`src/rtl/cpu_pkg.sv`:
```
// Shared types and defaults for the fetch front end of the 32-bit MIPS pipeline.
// Latency: n/a (types, constants and a helper only).
// Backpressure: n/a.
package cpu_pkg;

  localparam logic [31:0] RESET_PC_DEF  = 32'h0000_0000;
  localparam logic [31:0] NOP_INSTR_DEF = 32'h0000_0000;

  // ISSUE: request on the bus; WAIT: one read outstanding; HOLD: response parked in skid.
  typedef enum logic [1:0] {
    ISSUE = 2'd0,
    WAIT  = 2'd1,
    HOLD  = 2'd2
  } fetch_state_e;

  typedef struct packed {
    logic        valid;
    logic [31:0] instr;
    logic [31:0] pc4;
  } if_id_t;

  // Sequential successor address; wraps modulo 2^32.
  function automatic logic [31:0] seq_pc(input logic [31:0] a);
    return a + 32'd4;
  endfunction

endpackage

```
`src/rtl/if_skid_reg.sv`:
```
// One-entry {valid, instr, pc4} holding register with load and clear; used as IF/ID and as skid.
// Latency: one cycle from load_i to dat_o.
// Backpressure: none internally; the owner decides when to load or clear.
//
// Ports:
//   clk, rst_n   clock, asynchronous active-low reset
//   load_i       capture dat_i (wins over clr_i)
//   clr_i        drop the entry: valid=0, instr=CLR_INSTR, pc4 kept
//   dat_i        entry to capture
//   dat_o        held entry; dat_o.valid doubles as the not-empty flag
module if_skid_reg
  import cpu_pkg::*;
#(
  parameter logic [31:0] CLR_INSTR = NOP_INSTR_DEF
) (
  input  logic   clk,
  input  logic   rst_n,
  input  logic   load_i,
  input  logic   clr_i,
  input  if_id_t dat_i,
  output if_id_t dat_o
);

  if_id_t ent_q;

  always_ff @(posedge clk or negedge rst_n) begin
    if (!rst_n) begin
      ent_q <= '{valid: 1'b0, instr: CLR_INSTR, pc4: 32'h0};
    end else if (load_i) begin
      ent_q <= dat_i;
    end else if (clr_i) begin
      ent_q.valid <= 1'b0;
      ent_q.instr <= CLR_INSTR;
    end
  end

  assign dat_o = ent_q;

endmodule

```
`src/rtl/pc_fetch_stage.sv`:
```
// PC register and instruction fetch: one imem read at a time, delivers {instr, pc+4} via IF/ID.
// Latency: zero-wait memory gives req at N, rvalid at N+1, if_valid at N+2 (1 instr / 2 cycles).
// Backpressure: stall holds IF/ID; a response arriving while IF/ID is held parks in a skid entry.
//
// Ports:
//   clk, rst_n                       clock, asynchronous active-low reset
//   next_pc, redirect                jump/taken-branch target and its strobe (highest priority)
//   stall                            hazard unit holds IF/ID
//   pc, pc4                          current fetch address and pc+4 (combinational)
//   imem_req/addr/ready              read request handshake (address = pc)
//   imem_rvalid/rdata                read response, one per accepted request
//   if_valid, if_instr, if_pc4       IF/ID register contents
module pc_fetch_stage
  import cpu_pkg::*;
#(
  parameter logic [31:0] RESET_PC  = RESET_PC_DEF,
  parameter logic [31:0] NOP_INSTR = NOP_INSTR_DEF
) (
  input  logic        clk,
  input  logic        rst_n,
  input  logic [31:0] next_pc,
  input  logic        redirect,
  input  logic        stall,
  output logic [31:0] pc,
  output logic [31:0] pc4,
  output logic        imem_req,
  output logic [31:0] imem_addr,
  input  logic        imem_ready,
  input  logic        imem_rvalid,
  input  logic [31:0] imem_rdata,
  output logic        if_valid,
  output logic [31:0] if_instr,
  output logic [31:0] if_pc4
);

  fetch_state_e state_q, state_d;
  logic         kill_q, kill_d;
  logic [31:0]  pc_q, pc_d;
  logic [31:0]  pc_plus4;

  if_id_t ifid_q, skid_q, rsp_ent, ifid_din;
  logic   ifid_load, ifid_clr, skid_load, skid_clr;
  logic   accept, consume;

  assign pc_plus4 = seq_pc(pc_q);
  assign accept   = imem_req && imem_ready;
  assign consume  = ifid_q.valid && !stall;
  assign rsp_ent  = '{valid: 1'b1, instr: imem_rdata, pc4: pc_plus4};

  always_ff @(posedge clk or negedge rst_n) begin
    if (!rst_n) begin
      state_q <= ISSUE;
      kill_q  <= 1'b0;
      pc_q    <= RESET_PC;
    end else begin
      state_q <= state_d;
      kill_q  <= kill_d;
      pc_q    <= pc_d;
    end
  end

  always_comb begin
    state_d   = state_q;
    kill_d    = kill_q;
    pc_d      = pc_q;
    ifid_load = 1'b0;
    ifid_clr  = consume;
    ifid_din  = rsp_ent;
    skid_load = 1'b0;
    skid_clr  = 1'b0;

    if (redirect) begin
      // Flush everything buffered; a read already in flight must be discarded on return.
      pc_d     = next_pc;
      ifid_clr = 1'b1;
      skid_clr = 1'b1;
      case (state_q)
        ISSUE: begin
          if (accept) begin
            state_d = WAIT;
            kill_d  = 1'b1;
          end
        end
        WAIT: begin
          if (imem_rvalid) begin
            state_d = ISSUE;
            kill_d  = 1'b0;
          end else begin
            kill_d = 1'b1;
          end
        end
        default: begin
          state_d = ISSUE;
          kill_d  = 1'b0;
        end
      endcase
    end else begin
      case (state_q)
        ISSUE: begin
          // rvalid here can only be a leftover from before reset; ignore it.
          if (accept) state_d = WAIT;
        end
        WAIT: begin
          if (imem_rvalid) begin
            if (kill_q) begin
              kill_d  = 1'b0;
              state_d = ISSUE;
            end else if (!ifid_q.valid || consume) begin
              ifid_load = 1'b1;
              pc_d      = pc_plus4;
              state_d   = ISSUE;
            end else begin
              // pc stays put until the parked word actually enters IF/ID.
              skid_load = 1'b1;
              state_d   = HOLD;
            end
          end
        end
        HOLD: begin
          if (consume && skid_q.valid) begin
            ifid_load = 1'b1;
            ifid_din  = skid_q;
            skid_clr  = 1'b1;
            pc_d      = pc_plus4;
            state_d   = ISSUE;
          end
        end
        default: begin
          state_d = ISSUE;
          kill_d  = 1'b0;
        end
      endcase
    end
  end

  if_skid_reg #(.CLR_INSTR(NOP_INSTR)) u_ifid (
    .clk    (clk),
    .rst_n  (rst_n),
    .load_i (ifid_load),
    .clr_i  (ifid_clr),
    .dat_i  (ifid_din),
    .dat_o  (ifid_q)
  );

  if_skid_reg #(.CLR_INSTR(NOP_INSTR)) u_skid (
    .clk    (clk),
    .rst_n  (rst_n),
    .load_i (skid_load),
    .clr_i  (skid_clr),
    .dat_i  (rsp_ent),
    .dat_o  (skid_q)
  );

  assign pc        = pc_q;
  assign pc4       = pc_plus4;
  assign imem_req  = (state_q == ISSUE);
  assign imem_addr = pc_q;
  assign if_valid  = ifid_q.valid;
  assign if_instr  = ifid_q.instr;
  assign if_pc4    = ifid_q.pc4;

endmodule
```
`config.mk`:
```
export PLATFORM = sky130hd
export DESIGN_NAME = pc_fetch_stage
export DESIGN_NICKNAME = d
export VERILOG_FILES = /design/src/rtl/cpu_pkg.sv /design/src/rtl/if_skid_reg.sv /design/src/rtl/pc_fetch_stage.sv
export SDC_FILE = /design/constraint.sdc
export NUM_CORES = 1
export LEC_CHECK = 0
export BUFFER_PORTS_ARGS = -buffer_cell sky130_fd_sc_hd__buf_4
export CORE_MARGIN = 2
export CORE_UTILIZATION = 47
export CTS_BUF_LIST = sky130_fd_sc_hd__clkbuf_2 sky130_fd_sc_hd__clkbuf_4 sky130_fd_sc_hd__clkbuf_8
export CTS_CLUSTER_SIZE = 16
export DETAILED_ROUTE_END_ITERATION = 10
export PLACE_DENSITY = 0.87
export SYNTH_ARGS = -nofsm -noshare
export SYNTH_HDL_FRONTEND = slang
export SYNTH_HIERARCHICAL = 1
export SYNTH_SLANG_ARGS = --single-unit
```
`constraint.sdc`:
```
create_clock -name clk -period 2.6 [get_ports clk]
set_input_delay 0.26 -clock clk [delete_from_list [all_inputs] [get_ports clk]]
set_output_delay 0.26 -clock clk [all_outputs]
set_load 0.005 [all_outputs]
```
**Word level (Yosys, flattened, before mapping)**

Cells that the tools add are included.
Widths: inputs -> output; s select.

- Register bits after elaboration: 165
- Input port bits: 70

- Add/subtract/negate cells: 1
- Eq/ne operators: 9
- Mux-type cells: 42
- Reductions and logical operators: 14

Operators with widths:

| cell | count |
|---|---|
| $mux 65 | 3 |
| $mux 32 | 5 |
| $mux 33 | 4 |
| $pmux 32 s2 | 1 |
| $add 32x3->32 const B | 1 |
| $mux 1 | 17 |
| $mux 2 | 7 |
| $ne 3x3->1 const B | 4 |
| $pmux 1 s2 | 3 |
| $pmux 2 s3 | 1 |
| $reduce_and 5->1 | 1 |
| $pmux 2 s2 | 1 |
| $reduce_bool 2->1 | 2 |
| $logic_and 1x1->1 | 3 |
| $ne 3x2->1 const B | 1 |
| $reduce_and 3->1 | 1 |
| $reduce_bool 3->1 | 1 |
| $eq 2x1->1 const B | 1 |
| $eq 2x2->1 const B | 1 |
| $logic_not 1->1 | 2 |
| $logic_not 2->1 | 1 |
| $ne 2x1->1 const B | 1 |
| $ne 2x2->1 const B | 1 |
| $reduce_and 2->1 | 1 |
| other kinds (2) | 2 |

**Depth between registers and ports, before layout**

- Depth in word-level cells: 9
- Depth in mapped cells: 11
- Gate-level depth less buffers: 8

**Modules after synthesis**

The synthesis kept the hierarchy.

By module, submodules not included:

| module | instances | cells an instance | area an instance (µm²) | sequential area each (µm²) |
|---|---|---|---|---|
| if_skid_reg | 2 | 141 | 2384.8 | 1626.6 |
| pc_fetch_stage | 1 | 419 | 3638.5 | 875.8 |

**Least setup slack after synthesis**

Ideal clock, no wire load.

- Kind: flip-flop to flip-flop
- Start: register state_q[0]
- End: register u_ifid.ent_q, in the netlist u_ifid/dat_o[14]
- Library setup time: 0.125 ns
- Arrival: 2.351 ns
- Required time: 2.475 ns
- Setup slack: 0.124 ns
- Stages on the path, launching flop included: 12
- Buffers on the path: 4
- Cell sequence: dfrtp_1 > inv_1 > ha_1 > inv_1 > nor2_1 > nand2_1 > buf_2 > buf_1 > a21boi_0 > buf_4 > buf_6 > mux2_4

- Word-level cells in the longest chain between the ends: 3
- Elaborated cells between the ends (all ways): 6
- Classes of those cells: 2 x eq/ne; 4 x mux

Ends and longest elaborated chain:

| what | RTL line | text |
|---|---|---|
| start: declaration | pc_fetch_stage.sv:36 | `fetch_state_e state_q, state_d;` |
| start signal: assignment | pc_fetch_stage.sv:56 | `state_q <= state_d;` |
| $eq 2x2->1 or $eq 2x1->1 (tied branches) | pc_fetch_stage.sv:98 | `case (state_q)` |
| $pmux 1 s2 (*) | pc_fetch_stage.sv:98 |  |
| $mux 1 (*) | pc_fetch_stage.sv:72 | `if (redirect) begin` |
| net ifid_load | pc_fetch_stage.sv:42 | `logic ifid_load, ifid_clr, skid_load, skid_clr;` |
| end signal: assignment | if_skid_reg.sv:28 | `ent_q <= '{valid: 1'b0, instr: CLR_INSTR, pc4: 32'h0};` |
| end signal: assignment | if_skid_reg.sv:30 | `ent_q <= dat_i;` |
| end: declaration | if_skid_reg.sv:24 | `if_id_t ent_q;` |

The timed path passes the listed nets; every way through them passes the cells marked *.
A chain may end at the register's enable or synchronous reset.

**Worst setup path after layout**

- Start: register pc_q[10] (netlist: imem_addr[10])
- End: output port pc4[31]

- Word-level cells in the longest chain between the ends: 1

Ends and longest elaborated chain:

| what | RTL line | text |
|---|---|---|
| start: declaration | pc_fetch_stage.sv:38 | `logic [31:0] pc_q, pc_d;` |
| start signal: assignment | pc_fetch_stage.sv:58 | `pc_q <= pc_d;` |
| $add 32x3->32 | cpu_pkg.sv:24 | `return a + 32'd4;` |
| end: declaration | pc_fetch_stage.sv:25 | `output logic [31:0] pc4,` |

No other way between the ends.

==> summary by stage <==
GRT
The via count of the first global-routing pass was 6555. The first-pass GRT wire length is 35.6 mm. The leftover overflow at the end of global routing is 0. Entering global routing, the biggest net connects 63 pins. The number of antenna violations at the first check in global routing is 0. The aggregate global-route resource usage is 24.4%.

Synth
The multiplexer fraction of the synthesized cell area is 18.8%. The cell area after synthesis is 8410 sq um. The post-synth net total is 776. The mean instance size in the synthesized netlist is 12.0 sq um. The synthesized netlist devotes 4.79% of its cell area to XOR and XNOR gates.

The async set or reset register ratio after synthesis is 100%. The prevailing post-synth register cell is sky130_fd_sc_hd__dfrtp_1. The simple-gate share of the synthesized area is 9.91%. After technology mapping, the gate count stands at 701.

Sequential elements use 49.1% of the synthesized area. The main combinational cell family by area after synthesis is multiplexers. In this run, synthesis produced a sequential element count of 165. The distinct cell type count of the synthesized netlist is 54. The synthesized netlist devotes 10.3% of its cell area to compound gates.

For this run, the number of Yosys warnings is 6. The number of synthesized flops with an enable pin is 0. After Yosys synthesis, full adders, half adders and majority gates account for 0.744% of the synthesized area.

Place
After legalization and detailed placement, the total HPWL measured 15.9 mm. At the placement stage, the worst setup path has a slack of 0.233 ns. The number of instances in the placed design is 1114. Once placement finished, the instance area stood at 10300 sq um. Routability-driven placement finished with a final weighted congestion of 0.829. The quantity of I/O buffers inserted on ports is 231.

Critical path
The largest stage delay on the critical path is 0.48 ns. The cell family with the largest share of critical-path delay is simple AND/OR/NAND/NOR gates. The critical path is of the reg -> out type.

STA classifies the critical path startpoint as a flop. Among all stages on the critical path, the largest delay is contributed by sky130_fd_sc_hd__or3_2. STA classifies the critical path endpoint as a primary output. The worst endpoint required time is 2.34 ns.

Walking the worst path, the cells encountered are nand3_4, nor4_4, nand3_2, or3_2, nand2_1, buf_4. The buffer and inverter count on the worst path is 1. The biggest fanout along the worst timing path is 7. At the worst endpoint, the arrival time is 2.27 ns.

Finish
The cell area after layout is 11100 sq um. The post-route netlist has 50.5% of its cells at a drive strength greater than 1. For this run, the post-layout net count is 1014. The non-filler instance count after layout is 1177. Registers take 4140 sq um. Summing all multi-input logic gate instances after layout gives 3900 sq um. The antenna diode instance count is 0. The area growth from synthesis to layout is 32.5%.

The count of filler cells inserted in the layout is 1324.

Timing
Based on the critical path, the design can be clocked at up to 395 MHz. Once routing completed, OpenROAD measured the worst setup slack at 0.0658 ns. Setup repair after global routing could not meet its margin everywhere. The setup violation total in the final timing report is 0. Dividing the final minimum period by the clock period gives 97.5%. The tightest slew margin relative to the limit is 51.0%. The number of failing hold endpoints at the final stage was 0. The measured slew at the worst slew-check pin is 0.735 ns. The final max-slew violation count is 0. Counting I/O delays and the setup requirement, the final critical path takes 2.53 ns. Across the routed clock network, the largest skew measured is 0.0152 ns.

Clock tree
The H-tree level count is 4. The clock passes through at most 2 buffers. TritonCTS built the clock tree. Buffers inserted during clock tree synthesis total 17. Clock-pin slew was measured on the worst setup and hold paths at 0.09 ns.

The later pin in the worst-skew pair is clocked with a latency of 0.47 ns. The clock drives 165 sinks. The library cell used as clock root buffer is sky130_fd_sc_hd__clkbuf_8.

Detailed routing
The number of remaining DRC errors is 0. The final layout contains routed wiring with a total length of 23.4 mm. Before antenna repair, the detailed router went through 5 iterations. After the first detailed-routing iteration, the DRC count stood at 446. The number of vias in the routed layout is 6609. After detailed routing, the number of vias per cell comes to 5.62.

The average wire per standard cell is 19.8 microns. The count of antenna-violating nets left after detailed routing is 0.

Pwr
The largest vdd supply drop is 0.428 mV. The analysis attributes to cell leakage a power of 5.38 nW. Summing internal, switching and leakage power gives 7.66 mW. Dividing total power by cell area gives a power density of 688 nW/um^2.

Min path
The path class of the lowest-slack min-delay path is in -> reg.

Run status
The run finished with clean final reports.

Die
The starting utilization of the core area is 48.3%. The core region is 17400 sq um. The die covers 19000 sq um.

From left edge to right edge, the die measures 138 microns. The initialized floorplan defines 48 standard-cell rows. The number of top-level pins is 232. The floorplan die height is 138 microns.

Flow run
Max-cap violations in this run came to 0.
[placed cells by master (no fill, tap or decap), types with 11 or more instances in the layout]
cell type and instances:
sky130_fd_sc_hd__buf_4 281, sky130_fd_sc_hd__dfrtp_1 156, sky130_fd_sc_hd__mux2_2 97, sky130_fd_sc_hd__a22o_1 66
sky130_fd_sc_hd__nand2_1 45, sky130_fd_sc_hd__o21ai_0 22, sky130_fd_sc_hd__xnor2_1 21, sky130_fd_sc_hd__mux2_4 20
sky130_fd_sc_hd__clkbuf_8 19, sky130_fd_sc_hd__nor2_1 18, sky130_fd_sc_hd__xor2_1 17, sky130_fd_sc_hd__nand4_1 15
sky130_fd_sc_hd__mux2_1 14, sky130_fd_sc_hd__nand3_1 11
[layout make-up]
cell class                      count  share of cell area [%]
Timing Repair Buffer              299                    21.1
Tap cell                          225                    2.53
Inverter                           10                   0.337
Clock inverter                     11                    1.35
Clock buffer                       21                    2.48
Multi-Input combinational cell    446                    35.0
Sequential cell                   165                    37.2
[state kept, by name, summed over array words and instances (netlist names)]
register and flops:
u_ifid/dat_o 65, u_skid/dat_o 65, imem_addr 32, state_q 2, kill_q 1
[cell families after synthesis]
kind of cell             Yosys count
AO/OA/AOI/OAI                    115
XOR/XNOR                          46
adder cells (fa/ha/maj)            5
buffers and inverters             90
flip-flops                       165
multiplexers                     134
other                              1
AND/OR/NAND/NOR                  145
[stage by stage]
stage                     setup TNS [ns]  hold slack, ns  utilization (%)
final                                  0          0.0241             64.0
after global routing              -0.119         0.00274             64.0
after CTS                        -0.0162        0.000363             62.9
after detailed placement               0           0.283             59.2
after global placement                 0           0.277             59.2
after floorplan                        0         -0.0356                -
[power breakdown]
part / switching (mW) / total (mW) / internal, mW
clock: 0.979 / 2.01 / 1.03
sequential: 0.345 / 3.38 / 3.04
combinational: 0.946 / 2.28 / 1.33
total: 2.27 / 7.66 / 5.39
[worst register-to-register path: stages (launching register included)]
cell	delay, ns
sky130_fd_sc_hd__dfrtp_1	0.37
sky130_fd_sc_hd__buf_4	0.17
sky130_fd_sc_hd__nand4_1	0.20
sky130_fd_sc_hd__or2_2	0.38
sky130_fd_sc_hd__nor4_2	0.26
sky130_fd_sc_hd__xor2_1	0.15
sky130_fd_sc_hd__buf_4	0.16
sky130_fd_sc_hd__mux2_2	0.26
sky130_fd_sc_hd__mux2_4	0.25
[final timing paths]
path | startpoint | end | slack, ns | depth (start not counted)
worst min-delay path | imem_rdata[25] | u_skid/dat_o[57] | 0.02 | 2
worst max register to register | imem_addr[5] | u_ifid/dat_o[17] | 0.31 | 8
max in group asynchronous | rst_n | u_skid/dat_o[41] | 1.36 | 3
min in group asynchronous | rst_n | u_skid/dat_o[53] | 0.32 | 2
worst min register to register | u_skid/dat_o[28] | u_skid/dat_o[28] | 0.50 | 1
worst max-delay path | imem_addr[10] | pc4[31] | 0.07 | 6
[synth_stat cells, drive strengths merged, types with 2 or more instances]
cell type / n / share of area, %
or3: 5 / 0.39
clkbuf: 19 / 0.91
and3: 3 / 0.22
o21ai: 22 / 1.3
nand4bb: 2 / 0.46
dfrtp: 165 / 49
and2: 2 / 0.15
buf: 61 / 4.9
inv: 10 / 0.45
a21oi: 7 / 0.42
nor2b: 2 / 0.15
mux2: 131 / 18
nor3: 10 / 0.60
nand2b: 2 / 0.15
a22o: 66 / 6.9
ha: 5 / 0.74
nand4: 16 / 1.4
nor2: 21 / 1.0
a31oi: 8 / 0.60
or4: 6 / 0.58
xor2: 17 / 1.8
xnor2: 29 / 3.0
nand3: 17 / 1.3
mux2i: 3 / 0.36
nand2: 46 / 2.1
o31ai: 5 / 0.45
nor4: 8 / 0.95
[what timing repair did]
item,CTS,global route
setup endpoints to repair,15,14
hold buffers,10,0
gates resized for setup,19,11
pin swaps,6,12
endpoints found under the hold margin,68,0
setup buffers,6,15
[layer usage]
metal	up-vias	share of wire [%]	GRT usage (%)	wire length (microns)
met1	3344	42	32.0	9780
met4	0	2.4	9.13	552
li1	2978	-	-	-
met5	-	0	0	0
met3	41	6.7	5.33	1570
met2	246	49	39.7	11400
Note: power is estimated with default switching activity, not from simulation.
